**src/rtl/if_prefetch_unit_if.sv**
```systemverilog
// Fetch-stage bus bundle: the instruction-memory request/response channel, the decode-side
// valid/ready channel, and the redirect inputs. master = prefetch unit, slave = its environment.
interface if_prefetch_unit_if #(
   parameter int XLEN            = 32,
   parameter int MAX_OUTSTANDING = 2
);
   localparam int OW = $clog2(MAX_OUTSTANDING + 1);

   logic            redirect_valid;
   logic [XLEN-1:0] redirect_pc;
   logic            imem_req_valid;
   logic            imem_req_ready;
   logic [XLEN-1:0] imem_req_addr;
   logic            imem_rsp_valid;
   logic [XLEN-1:0] imem_rsp_data;
   logic            out_valid;
   logic            out_ready;
   logic [XLEN-1:0] out_instr;
   logic [XLEN-1:0] out_pc;
   logic [OW-1:0]   outstanding;

   modport master (
      input  redirect_valid, redirect_pc, imem_req_ready, imem_rsp_valid, imem_rsp_data, out_ready,
      output imem_req_valid, imem_req_addr, out_valid, out_instr, out_pc, outstanding
   );

   modport slave (
      output redirect_valid, redirect_pc, imem_req_ready, imem_rsp_valid, imem_rsp_data, out_ready,
      input  imem_req_valid, imem_req_addr, out_valid, out_instr, out_pc, outstanding
   );
endinterface

```
**src/rtl/if_prefetch_unit.sv**
```systemverilog
// Instruction prefetch stage: in-order fetch with variable memory latency, PC-tagged prefetch
// FIFO toward decode, and redirect flush that discards responses still in flight.
module if_prefetch_unit #(
   parameter int              XLEN            = 32,
   parameter logic [XLEN-1:0] RESET_PC        = 32'h0000_0000,
   parameter int              DEPTH           = 4,
   parameter int              MAX_OUTSTANDING = 2
) (
   input logic                 clk,
   input logic                 rst_n,
   if_prefetch_unit_if.master  bus
);
   localparam int OW = $clog2(MAX_OUTSTANDING + 1);
   localparam int CW = $clog2(DEPTH + 1);
   localparam int AW = (DEPTH > 1) ? $clog2(DEPTH) : 1;
   localparam int TW = (MAX_OUTSTANDING > 1) ? $clog2(MAX_OUTSTANDING) : 1;

   typedef struct packed {
      logic [XLEN-1:0] pc;
      logic [XLEN-1:0] instr;
   } entry_t;

   logic [XLEN-1:0] fetch_pc_q, fetch_pc_d;
   logic [XLEN-1:0] tag_q [MAX_OUTSTANDING];
   logic [TW-1:0]   tag_wr_q, tag_rd_q;
   logic [OW-1:0]   outst_q, outst_d;
   logic [OW-1:0]   drop_q, drop_d;
   entry_t          fifo_q [DEPTH];
   logic [AW-1:0]   wr_q, rd_q;
   logic [CW-1:0]   cnt_q, cnt_d;

   logic redirect, req_valid, req_fire, rsp_fire, push, pop, fifo_nonempty;
   logic unused_pc_lsb;

   function automatic logic [TW-1:0] tag_inc(input logic [TW-1:0] p);
      return (int'(p) == MAX_OUTSTANDING - 1) ? '0 : p + TW'(1);
   endfunction

   assign redirect      = bus.redirect_valid;
   assign unused_pc_lsb = ^bus.redirect_pc[1:0];
   assign fifo_nonempty = (cnt_q != '0);

   // Every issued request reserves a FIFO slot unless it is already doomed to be dropped.
   assign req_valid = rst_n && !redirect
                      && (int'(outst_q) < MAX_OUTSTANDING)
                      && (int'(cnt_q) + int'(outst_q) - int'(drop_q) < DEPTH);
   assign req_fire  = req_valid && bus.imem_req_ready;
   assign rsp_fire  = bus.imem_rsp_valid && (outst_q != '0);
   assign push      = rsp_fire && (drop_q == '0) && !redirect;
   assign pop       = fifo_nonempty && bus.out_ready && !redirect;

   always_comb begin
      outst_d = outst_q + OW'(req_fire) - OW'(rsp_fire);
      drop_d  = drop_q;
      if (redirect)
         drop_d = outst_d;
      else if (rsp_fire && (drop_q != '0))
         drop_d = drop_q - OW'(1);

      fetch_pc_d = fetch_pc_q;
      if (redirect)
         fetch_pc_d = {bus.redirect_pc[XLEN-1:2], 2'b00};
      else if (req_fire)
         fetch_pc_d = fetch_pc_q + XLEN'(4);

      cnt_d = cnt_q;
      if (redirect)
         cnt_d = '0;
      else if (push && !pop)
         cnt_d = cnt_q + CW'(1);
      else if (pop && !push)
         cnt_d = cnt_q - CW'(1);
   end

   always_ff @(posedge clk or negedge rst_n) begin
      if (!rst_n) begin
         fetch_pc_q <= RESET_PC;
         tag_wr_q   <= '0;
         tag_rd_q   <= '0;
         outst_q    <= '0;
         drop_q     <= '0;
         wr_q       <= '0;
         rd_q       <= '0;
         cnt_q      <= '0;
      end else begin
         fetch_pc_q <= fetch_pc_d;
         outst_q    <= outst_d;
         drop_q     <= drop_d;
         cnt_q      <= cnt_d;
         if (req_fire) tag_wr_q <= tag_inc(tag_wr_q);
         if (rsp_fire) tag_rd_q <= tag_inc(tag_rd_q);
         if (redirect) begin
            wr_q <= '0;
            rd_q <= '0;
         end else begin
            if (push) wr_q <= wr_q + AW'(1);
            if (pop)  rd_q <= rd_q + AW'(1);
         end
      end
   end

   // Storage needs no reset: tags are read only while outstanding, entries only while counted.
   always_ff @(posedge clk) begin
      if (req_fire) tag_q[tag_wr_q] <= fetch_pc_q;
      if (push)     fifo_q[wr_q]    <= '{pc: tag_q[tag_rd_q], instr: bus.imem_rsp_data};
   end

   assign bus.imem_req_valid = req_valid;
   assign bus.imem_req_addr  = fetch_pc_q;
   assign bus.out_valid      = fifo_nonempty;
   assign bus.out_instr      = fifo_nonempty ? fifo_q[rd_q].instr : '0;
   assign bus.out_pc         = fifo_nonempty ? fifo_q[rd_q].pc : '0;
   assign bus.outstanding    = outst_q;
endmodule

```
**src/flat_wrapper.sv**
```systemverilog
// flat-port wrapper written by rule: the top's interface ports become plain ports
module if_prefetch_unit_flat 
#(
   parameter int              XLEN            = 32,
   parameter logic [XLEN-1:0] RESET_PC        = 32'h0000_0000,
   parameter int              DEPTH           = 4,
   parameter int              MAX_OUTSTANDING = 2
)
  (clk, rst_n, bus_redirect_valid, bus_redirect_pc, bus_imem_req_ready, bus_imem_rsp_valid, bus_imem_rsp_data, bus_out_ready, bus_imem_req_valid, bus_imem_req_addr, bus_out_valid, bus_out_instr, bus_out_pc, bus_outstanding);
  if_prefetch_unit_if #(.XLEN(XLEN), .MAX_OUTSTANDING(MAX_OUTSTANDING)) bus_i ();
  input logic clk;
  input logic rst_n;
  input wire logic [$bits(bus_i.redirect_valid)-1:0] bus_redirect_valid;
  input wire logic [$bits(bus_i.redirect_pc)-1:0] bus_redirect_pc;
  input wire logic [$bits(bus_i.imem_req_ready)-1:0] bus_imem_req_ready;
  input wire logic [$bits(bus_i.imem_rsp_valid)-1:0] bus_imem_rsp_valid;
  input wire logic [$bits(bus_i.imem_rsp_data)-1:0] bus_imem_rsp_data;
  input wire logic [$bits(bus_i.out_ready)-1:0] bus_out_ready;
  output wire logic [$bits(bus_i.imem_req_valid)-1:0] bus_imem_req_valid;
  output wire logic [$bits(bus_i.imem_req_addr)-1:0] bus_imem_req_addr;
  output wire logic [$bits(bus_i.out_valid)-1:0] bus_out_valid;
  output wire logic [$bits(bus_i.out_instr)-1:0] bus_out_instr;
  output wire logic [$bits(bus_i.out_pc)-1:0] bus_out_pc;
  output wire logic [$bits(bus_i.outstanding)-1:0] bus_outstanding;
  assign bus_i.redirect_valid = bus_redirect_valid;
  assign bus_i.redirect_pc = bus_redirect_pc;
  assign bus_i.imem_req_ready = bus_imem_req_ready;
  assign bus_i.imem_rsp_valid = bus_imem_rsp_valid;
  assign bus_i.imem_rsp_data = bus_imem_rsp_data;
  assign bus_i.out_ready = bus_out_ready;
  assign bus_imem_req_valid = bus_i.imem_req_valid;
  assign bus_imem_req_addr = bus_i.imem_req_addr;
  assign bus_out_valid = bus_i.out_valid;
  assign bus_out_instr = bus_i.out_instr;
  assign bus_out_pc = bus_i.out_pc;
  assign bus_outstanding = bus_i.outstanding;
  if_prefetch_unit #(.XLEN(XLEN), .RESET_PC(RESET_PC), .DEPTH(DEPTH), .MAX_OUTSTANDING(MAX_OUTSTANDING)) u_core (.clk(clk), .rst_n(rst_n), .bus(bus_i));
endmodule
```
**config.mk**
```make
export PLATFORM = sky130hd
export DESIGN_NAME = if_prefetch_unit_flat
export DESIGN_NICKNAME = d
export VERILOG_FILES = /design/src/rtl/if_prefetch_unit_if.sv /design/src/rtl/if_prefetch_unit.sv /design/src/flat_wrapper.sv
export SDC_FILE = /design/constraint.sdc
export NUM_CORES = 1
export LEC_CHECK = 0
export ABC_AREA = 1
export BUFFER_PORTS_ARGS = -buffer_cell sky130_fd_sc_hd__buf_2
export CAP_MARGIN = 40
export CORE_MARGIN = 3
export CORE_UTILIZATION = 53
export DETAILED_ROUTE_END_ITERATION = 8
export GPL_ROUTABILITY_DRIVEN = 0
export PLACE_DENSITY = 0.77
export SETUP_SLACK_MARGIN = 0.4
export SLEW_MARGIN = 15
export SYNTH_ARGS = -nofsm -noshare
export SYNTH_HDL_FRONTEND = slang
export SYNTH_SLANG_ARGS = --single-unit
export TNS_END_PERCENT = 100
```
**constraint.sdc**
```tcl
create_clock -name clk -period 3.6 [get_ports clk]
set_input_delay 0.72 -clock clk [delete_from_list [all_inputs] [get_ports clk]]
set_output_delay 0.72 -clock clk [all_outputs]
set_load 0.005 [all_outputs]
```
==> Word level (Yosys, flattened, before mapping) <==
Memories as Yosys holds them, arrays and structs flattened.
Index checks and enable logic that the tools add are counted.
{ "classes": {"n_addsub": 12, "multipliers": 0, "n_shift": 0, "n_eq_ne": 0, "order_cmp": 2, "div": 0, "bitwise": 0, "n_reduce_logical": 24, "muxes": 19} }
{ "ops": {"columns": ["operator", "n"], "rows": [
  ["2-to-1 mux 32 bit", 4],
  ["adder 32 x 3 -> 32 bit, second input constant", 1],
  ["less-than comparator 32 x 4 -> 1 bit, second input constant", 1],
  ["subtractor 32 x 3 -> 32 bit", 1],
  ["logical AND 1 bit", 12],
  ["2-to-1 mux 2 bit", 6],
  ["nonzero test 2 bit", 6],
  ["2-to-1 mux 3 bit", 3],
  ["2-to-1 mux 1 bit", 6],
  ["nonzero test 3 bit", 2],
  ["adder 2 x 1 -> 2 bit, second input constant", 2],
  ["adder 3 x 2 -> 4 bit", 1],
  ["adder 3 x 1 -> 3 bit, second input constant", 1],
  ["zero test 1 bit", 3],
  ["subtractor 3 x 1 -> 3 bit, second input constant", 1],
  ["adder 1 bit, second input constant", 2],
  ["adder 2 x 1 -> 2 bit", 1],
  ["zero test 2 bit", 1],
  ["less-than comparator 2 bit, second input constant", 1],
  ["subtractor 2 x 1 -> 2 bit", 1],
  ["subtractor 2 x 1 -> 2 bit, second input constant", 1]
]} }
{ "word_totals": {"in_bits": 70, "mem_bits_rw": 320, "out_inout_bits": 100, "latch_bits": 0, "mem_bits_ro": 0, "regBits": 45, "memories": 2, "elab_cells": 67} }
{ "mem_list": {"columns": ["memory", "depth", "word_bits", "rd", "rd_clocked_by_memory_dff", "write_ports", "line_no", "text"], "rows": [
  ["u_core.fifo_q", 4, 64, 1, 0, 1, "if_prefetch_unit.sv:28", "entry_t fifo_q [DEPTH];"],
  ["u_core.tag_q", 2, 32, 1, 0, 1, "if_prefetch_unit.sv:24", "logic [XLEN-1:0] tag_q [MAX_OUTSTANDING];"]
]} }

==> Logic depth before layout (Yosys ltp) <==
Gate-level depths: netlist of the first run.
{ "depth": {"word_depth": 9, "mapped_depth": 18, "ltp_nobuf": 17} }

==> Worst setup path before layout of the first run <==
Ideal clock, no wire load.
{ "synth_timing": {"path_type": "in2reg", "from": "input port bus_imem_rsp_valid", "to": "memory u_core.fifo_q[0][0] (netlist name), enable pin", "arrival_time_ps": 3689, "setup_slack_ps": -572, "n_path_buf": 0, "setup_time_ps": 482, "stages": 4, "t_required_ps": 3118, "cell_sequence": "o21ai_1 -> inv_1 -> nand3_1 -> nor2_1"} }
{ "synth_via": {"elab_chain_len": 5} }
{ "synth_rtl": {"columns": ["element", "line_no", "text"], "rows": [
  ["from (decl)", "flat_wrapper.sv:16", "input wire logic [$bits(bus_i.imem_rsp_valid)-1:0] bus_imem_rsp_valid;"],
  ["logical AND 1 bit", "if_prefetch_unit.sv:48", "assign rsp_fire = bus.imem_rsp_valid && (outst_q != '0);"],
  ["via u_core.rsp_fire", "if_prefetch_unit.sv:32", "logic redirect, req_valid, req_fire, rsp_fire, push, pop, fifo_nonempty;"],
  ["logical AND 1 bit (2 in a row)", "if_prefetch_unit.sv:49", "assign push = rsp_fire && (drop_q == '0) && !redirect;"],
  ["2-to-1 mux 1 bit", "if_prefetch_unit.sv:105", "if (push) fifo_q[wr_q] <= '{pc: tag_q[tag_rd_q], instr: bus.imem_rsp_data};"],
  ["2-to-1 mux 1 bit (implied by the code)", "if_prefetch_unit.sv:105", null],
  ["to (decl)", "if_prefetch_unit.sv:28", null]
]} }
The timed path passes the listed nets, and every way through them passes these cells.

==> Worst setup path after layout of the first run <==
{ "layout_timing": {"from": "register u_core.cnt_q[0]", "to": "output port bus_imem_req_valid"} }
{ "layout_via": {"elab_chain_len": 4} }
{ "layout_rtl": {"columns": ["element", "line_no", "text"], "rows": [
  ["from (decl)", "if_prefetch_unit.sv:30", "logic [CW-1:0] cnt_q, cnt_d;"],
  ["from (signal assigned)", "if_prefetch_unit.sv:89", "cnt_q <= cnt_d;"],
  ["adder 3 x 2 -> 4 bit", "if_prefetch_unit.sv:46", "&& (int'(cnt_q) + int'(outst_q) - int'(drop_q) < DEPTH);"],
  ["subtractor 32 x 3 -> 32 bit", "if_prefetch_unit.sv:46", null],
  ["less-than comparator 32 x 4 -> 1 bit", "if_prefetch_unit.sv:46", null],
  ["logical AND 1 bit", "if_prefetch_unit.sv:46", null],
  ["to (decl)", "flat_wrapper.sv:19", "output wire logic [$bits(bus_i.imem_req_valid)-1:0] bus_imem_req_valid;"]
]} }
No other way between the ends.

==> results of run 1 <==
-- synth_stat cells --
cell,instances,area [um2]
nand2_1,329,1230
edfxtp_1,308,9250
nor2_1,297,1110
o21ai_0,138,691
a21oi_1,65,325
nand3_1,52,260
inv_1,44,165
dfrtp_1,43,1080
clkbuf_1,42,158
xor2_1,17,149
buf_2,13,65.1
ha_1,12,150
nor2_2,9,56.3
buf_1,6,22.5
nand2_2,6,37.5
inv_2,5,18.8
xnor2_1,5,43.8
buf_4,4,30.0
clkbuf_8,3,41.3
buf_6,2,22.5
fa_1,2,40.0
and2_1,1,6.26
buf_12,1,20.0
conb_1,1,3.75
dlymetal6s2s_1,1,12.5
mux2i_1,1,10.0
nand2_4,1,11.3
nand3_4,1,17.5
nor3_1,1,5.00
o21ai_1,1,5.00
o21ai_2,1,8.76
o22ai_1,1,6.26
-- timing repair --
| item | CTS | global route |
|---|---|---|
| pin swaps | 6 | 6 |
| setup buffers | 4 | 2 |
| resized for setup | 5 | 14 |
| setup endpoints to repair | 56 | 70 |
-- worst max-delay path: stages, from the launching register on --
cell     delay (ns)
dfrtp_1        0.40
ha_2           0.19
fa_1           0.50
ha_4           0.30
nand2_4        0.05
nand3_4        0.06
inv_2          0.05
ha_4           0.25
nand3_2        0.05
nand2_2        0.06
and2_4         0.13
buf_6          0.08
-- state kept, by name, indices dropped and copies added (netlist names) --
register and flops:
u_core.bus.outstanding 2, u_core.wr_q 2, u_core.tag_wr_q 1, u_core.rd_q 2, u_core.bus.imem_req_addr 30, u_core.tag_rd_q 1
u_core.cnt_q 3, u_core.drop_q 2, u_core.fifo_q 248, u_core.tag_q 60
-- power by group through the flow --
stage | registers [uW] | logic [uW] | clock network, uW
2_1_floorplan | 5260 | 1960 | 0
3_3_place_gp | 5390 | 3040 | 0
3_5_place_dp | 5410 | 3160 | 0
4_1_cts | 5320 | 3280 | 3420
5_1_grt | 5360 | 3860 | 3570
6_report | 5320 | 3410 | 3350
-- through the flow --
stage | instance area [um2] | instances | power, uW
3_5_place_dp | 16300 | 1903 | 8570
5_1_grt | 17500 | 1972 | 12800
3_3_place_gp | 16300 | 1902 | 8420
6_report | 17500 | 1972 | 12100
4_1_cts | 17400 | 1970 | 12000
2_1_floorplan | 15100 | 1416 | 7220
-- metal layers --
| metal | routed length [um] | track usage |
|---|---|---|
| met1 | 14300 | 0.292 |
| met2 | 15700 | 0.354 |
| met3 | 2110 | 0.0365 |
| met4 | 760 | 0.0665 |
| met5 | 10 | 0 |
-- kinds of logic after synthesis --
| family | after synthesis |
|---|---|
| XOR/XNOR | 22 |
| buffers and inverters | 121 |
| flip-flops | 351 |
| other | 1 |
| AO/OA/AOI/OAI | 206 |
| AND/OR/NAND/NOR | 697 |
| multiplexers | 1 |
| adder cells (fa/ha/maj) | 14 |
-- cell type report --
type / count / area (um2) / area share
repair buffers: 187 / 1140 / 0.0652
flip-flops and latches: 351 / 10300 / 0.591
clock inverters: 17 / 114 / 0.00652
well taps: 378 / 473 / 0.0271
clock buffers: 46 / 938 / 0.0537
multi-input cells: 944 / 4290 / 0.245
inverters: 49 / 186 / 0.0107
-- worst paths after layout --
kind / endpoint / depth (start not counted)
hold reg to reg: u_core.fifo_q[0][53] / 2
max in group asynchronous: u_core.rd_q[0] / 2
setup / recovery: bus_imem_req_valid / 11
setup reg to reg: u_core.drop_q[1] / 17
hold / removal: u_core.bus.imem_req_addr[22] / 2
min in group clk: u_core.fifo_q[0][1] / 1
==> flow_summary_export.csv, run 1 <==
group,metric,value,unit
logic_synthesis,syn_area,15100,um2
power_and_ir_drop,p_per_area,692,nW/um2
clocking,clk_pin_slew,0.06,ns
logic_synthesis,ys_warn_count,0,
finish,layout.nets,1653,
power_and_ir_drop,p_leak,0.00688,uW
critical_path,cp.required,2.88,ns
power_and_ir_drop,intPower,8110,uW
logic_synthesis,avgSynthCellArea,10.7,um2
critical_path,cp-start-kind,"flip-flop",
power_and_ir_drop,swShare,0.329,
grt,grt_max_degree,127,
grt,grt_pass1_vias,10100,
critical_path,cp_max_fo,2,
critical_path,critPathCaptureType,"primary output",
logic_synthesis,synthSimpleGateAreaFrac,0.182,
floorplan,die_w,175,um
grt,grt_pass1_wl,52.2,mm
timing,max_slew_margin,0.521,
placed_design,port_buffers,163,
floorplan,start_util,0.540,
finish,areaGrowthSynthToFinish,16.0,%
finish,utilization,0.627,
critical_path,worstSetupStartpoint,"u_core.cnt_q[0]",
grt,grtUsageTotal,0.213,
grt,antenna_found_initial,1,
clocking,clock_latency,0.53,ns
detailed_routing,viasPerCell,5.28,
clocking,cts_root_buf,"clkbuf_16",
worst_hold_path,min_path_type,"in -> async",
detailed_routing,drtIter0Drc,802,
logic_synthesis,synthMuxAreaShare,0.000665,
logic_synthesis,synth_xor_area_frac,0.0128,
finish,mostFrequentLayoutCells,"nand2_1, edfxtp_1, nor2_1, buf_2, o21ai_0",
clocking,cts_tree,"built",
logic_synthesis,seq_area_frac_synth,0.686,
critical_path,crit_type,"reg -> out",
power_and_ir_drop,p_sw,3970,uW
power_and_ir_drop,clockPowerShare,0.277,
detailed_routing,wirelength,32.9,mm
timing,fin_crit_sh,0.940,
detailed_routing,drtAntennaViolNets,0,
placed_design,hpwl,19.5,mm
logic_synthesis,synth_top_family_by_area,"simple AND/OR/NAND/NOR gates",
critical_path,r2r-start,"u_core.cnt_q[0]",
timing,report.final.hold_viol_count,0,
floorplan,num_rows,61,
power_and_ir_drop,p_seq_frac,0.441,
critical_path,arrival,2.67,ns
timing,whs,0.362,ns
logic_synthesis,ys_seq_elements,351,
detailed_routing,wl_per_cell,16.7,um
detailed_routing,vias,10400,
grt,overflow,0,
finish,drive_above_1_share,0.171,
power_and_ir_drop,peakVddDrop,0.000559,V
finish,fillCellCount,2135,
logic_synthesis,synth.distinct_cells,32,
timing,finClkSkew,0.0174,ns
power_and_ir_drop,comb_power_share,0.282,
logic_synthesis,synth_compound_area_frac,0.0688,
floorplan,ioPinCount,170,
critical_path,rrSetupSlack,0.50,ns
timing,setup_violations,0,
clocking,cts_buffer_depth,3,
finish,layout_commonest_cell,"nand2_1",
logic_synthesis,syn_inst,1413,
detailed_routing,firstDrtPassIters,6,
clocking,cts.sinks,351,
floorplan,dieArea,30500,um2
floorplan,die_height,175,um
outcome,outcome,"completed",
placed_design,place_ws,0.384,ns
detailed_routing,remaining_drc_errors,0,
clocking,h-tree-depth,2,
timing,max_freq,295,MHz
clocking,cts_made_buffers,36,
floorplan,coreArea,27900,um2
timing,worst_pin_slew,0.718,ns
clocking,ctsHoldBuffers,0,
timing,setup_tns,0,ns
timing,setup_ws,0.215,ns
timing,rsz0062_at_grt,"yes",
run,drv_cap,0,
timing,final_max_slew_viol_count,0,
timing,fin_crit,3.39,ns
logic_synthesis,synth-adder-area-share,0.0126,
finish,antenna_cells,0,
(Power assumes the default switching activity.)
==> inputs of run 2 (changes only) <==
--- a/config.mk
+++ b/config.mk
@@ -13,6 +13,7 @@
 export DETAILED_ROUTE_END_ITERATION = 8
 export GPL_ROUTABILITY_DRIVEN = 0
 export PLACE_DENSITY = 0.77
+export RECOVER_POWER = 25
 export SETUP_SLACK_MARGIN = 0.4
 export SLEW_MARGIN = 15
 export SYNTH_ARGS = -nofsm -noshare
==> flow_summary_export.csv, run 2 (synthesis results as in run 1) <==
group,metric,value,unit
outcome,outcome,"finished, violations left",
outcome,violations,"max-capacitance violations, max-slew violations",
detailed_routing,drtAntennaViolNets,0,
detailed_routing,firstDrtPassIters,6,
floorplan,die_w,175,um
critical_path,ff2ff_path_depth,17,
timing,final_max_slew_viol_count,44,
finish,areaGrowthSynthToFinish,15.7,%
finish,layout.cells.non_filler,1972,
grt,grt.met2_usage,0.354,
timing,rsz0062_at_grt,"yes",
clocking,h-tree-depth,2,
grt,antenna_found_initial,0,
run,drv_cap,1,
grt,top_usage_layer,"met2",
power_and_ir_drop,p_leak,0.00678,uW
power_and_ir_drop,swShare,0.329,
placed_design,port_buffers,163,
grt,grt_max_degree,127,
grt,grt_use_met1,0.292,
power_and_ir_drop,comb_power_share,0.282,
grt,grt_pass1_vias,10100,
power_and_ir_drop,intPower,8110,uW
timing,fin_crit,3.38,ns
finish,regMostFlops,"u_core.fifo_q",
grt,grtUsageTotal,0.213,
timing,fin_crit_sh,0.940,
critical_path,crit_type,"reg -> out",
power_and_ir_drop,p_seq_frac,0.441,
floorplan,start_util,0.540,
finish,largest_register_ff_count,248,
floorplan,ioPinCount,170,
finish,antenna_cells,0,
finish,fillCellCount,2156,
critical_path,cp-start-kind,"flip-flop",
floorplan,num_rows,61,
clocking,cts_tree,"built",
critical_path,critPathCaptureType,"primary output",
floorplan,coreArea,27900,um2
placed_design,hpwl,19.5,mm
finish,drive_above_1_share,0.149,
detailed_routing,wirelength,32.8,mm
critical_path,arrival,2.66,ns
power_and_ir_drop,clockPowerShare,0.277,
floorplan,die_height,175,um
timing,max_freq,296,MHz
detailed_routing,viasPerCell,5.30,
worst_hold_path,min_path_type,"in -> reg",
finish,utilization,0.626,
power_and_ir_drop,peakVddDrop,0.000559,V
timing,finClkSkew,0.0154,ns
placed_design,dp_cells,1903,
clocking,cts_root_buf,"clkbuf_16",
worst_hold_path,whs_path_depth,1,
clocking,cts_made_buffers,36,
critical_path,cp.required,2.88,ns
detailed_routing,remaining_drc_errors,0,
finish,layout.nets,1653,
power_and_ir_drop,total_power,12100,uW
timing,worst_pin_slew,2.42,ns
timing,setup_violations,0,
clocking,ctsHoldBuffers,0,
detailed_routing,wl_per_cell,16.6,um
power_and_ir_drop,p_per_area,693,nW/um2
clocking,clock_latency,0.53,ns
critical_path,cp_max_fo,2,
detailed_routing,drtIter0Drc,814,
timing,report.final.hold_viol_count,0,
grt,use_met3,0.0365,
detailed_routing,vias,10400,
timing,max_slew_margin,-0.615,
clocking,cts_buffer_depth,3,
clocking,cts.sinks,351,
floorplan,dieArea,30500,um2
grt,overflow,0,
finish,mostFrequentLayoutCells,"nand2_1, edfxtp_1, nor2_1, o21ai_0, buf_2",
power_and_ir_drop,p_sw,3970,uW
clocking,clk_pin_slew,0.06,ns
grt,grt_pass1_wl,52.2,mm
finish,layout_commonest_cell,"nand2_1",
-- run 2: cell count changes in the layout (fill, tap and decap cells not counted) --
cell	change
buf_4	-1
clkbuf_1	+34
buf_2	-33
-- run 2: worst paths after layout --
check / startpoint / end / slack, ns
worst max-delay path: u_core.cnt_q[0] / bus_imem_req_valid / 0.22
worst min-delay path: bus_imem_rsp_data[14] / u_core.fifo_q[2][14] / 0.45
worst max register to register: u_core.cnt_q[0] / u_core.drop_q[1] / 0.49
worst min register to register: u_core.tag_q[1][21] / u_core.fifo_q[0][53] / 0.57
max in group asynchronous: rst_n / u_core.rd_q[0] / 0.68
min in group asynchronous: rst_n / u_core.bus.imem_req_addr[22] / 1.20
-- run 2: timing repair --
item,4_1_cts,5_1_grt
endpoints found under the setup margin,56,70
buffers inserted,4,2
resized for setup,5,14
pin swaps,6,6
-- run 2: final cells by class --
cell class	count	area [um2]	share of cell area
clock buffers	46	938	0.0538
clock inverters	17	114	0.00653
inverters	49	186	0.0107
multi-input cells	944	4290	0.246
flip-flops and latches	351	10300	0.593
well taps	378	473	0.0271
repair buffers	187	1090	0.0628
-- run 2: layer usage --
metal,share of wire,wire (um)
met1,0.42,13800
met2,0.48,15800
met3,0.074,2440
met4,0.022,722
met5,0,0
-- run 2: power groups by stage --
stage / combinational (uW) / sequential (uW) / clock (uW)
after global placement: 3040 / 5390 / 0
after global routing: 3850 / 5360 / 3570
after floorplan: 1960 / 5260 / 0
after CTS: 3280 / 5320 / 3420
final: 3410 / 5320 / 3350
after detailed placement: 3160 / 5410 / 0
-- run 2: worst max-delay path: stages (launching register included) --
cell	delay [ns]
dfrtp_1	0.40
ha_2	0.19
fa_1	0.50
ha_4	0.30
nand2_4	0.05
nand3_4	0.06
inv_2	0.05
ha_4	0.25
nand3_2	0.05
nand2_2	0.06
and2_4	0.13
buf_6	0.08
-- run 2: stage by stage --
step           worst slack [ns]  cell area [um2]  TNS, ns  hold WS (ns)
6_report                  0.217            17400        0         0.446
5_1_grt                  0.0828            17400        0         0.444
4_1_cts                   0.162            17400        0         0.375
3_5_place_dp              0.384            16300        0         0.568
3_3_place_gp              0.435            16300        0         0.557
2_1_floorplan            -0.572            15100  -141.76         0.424
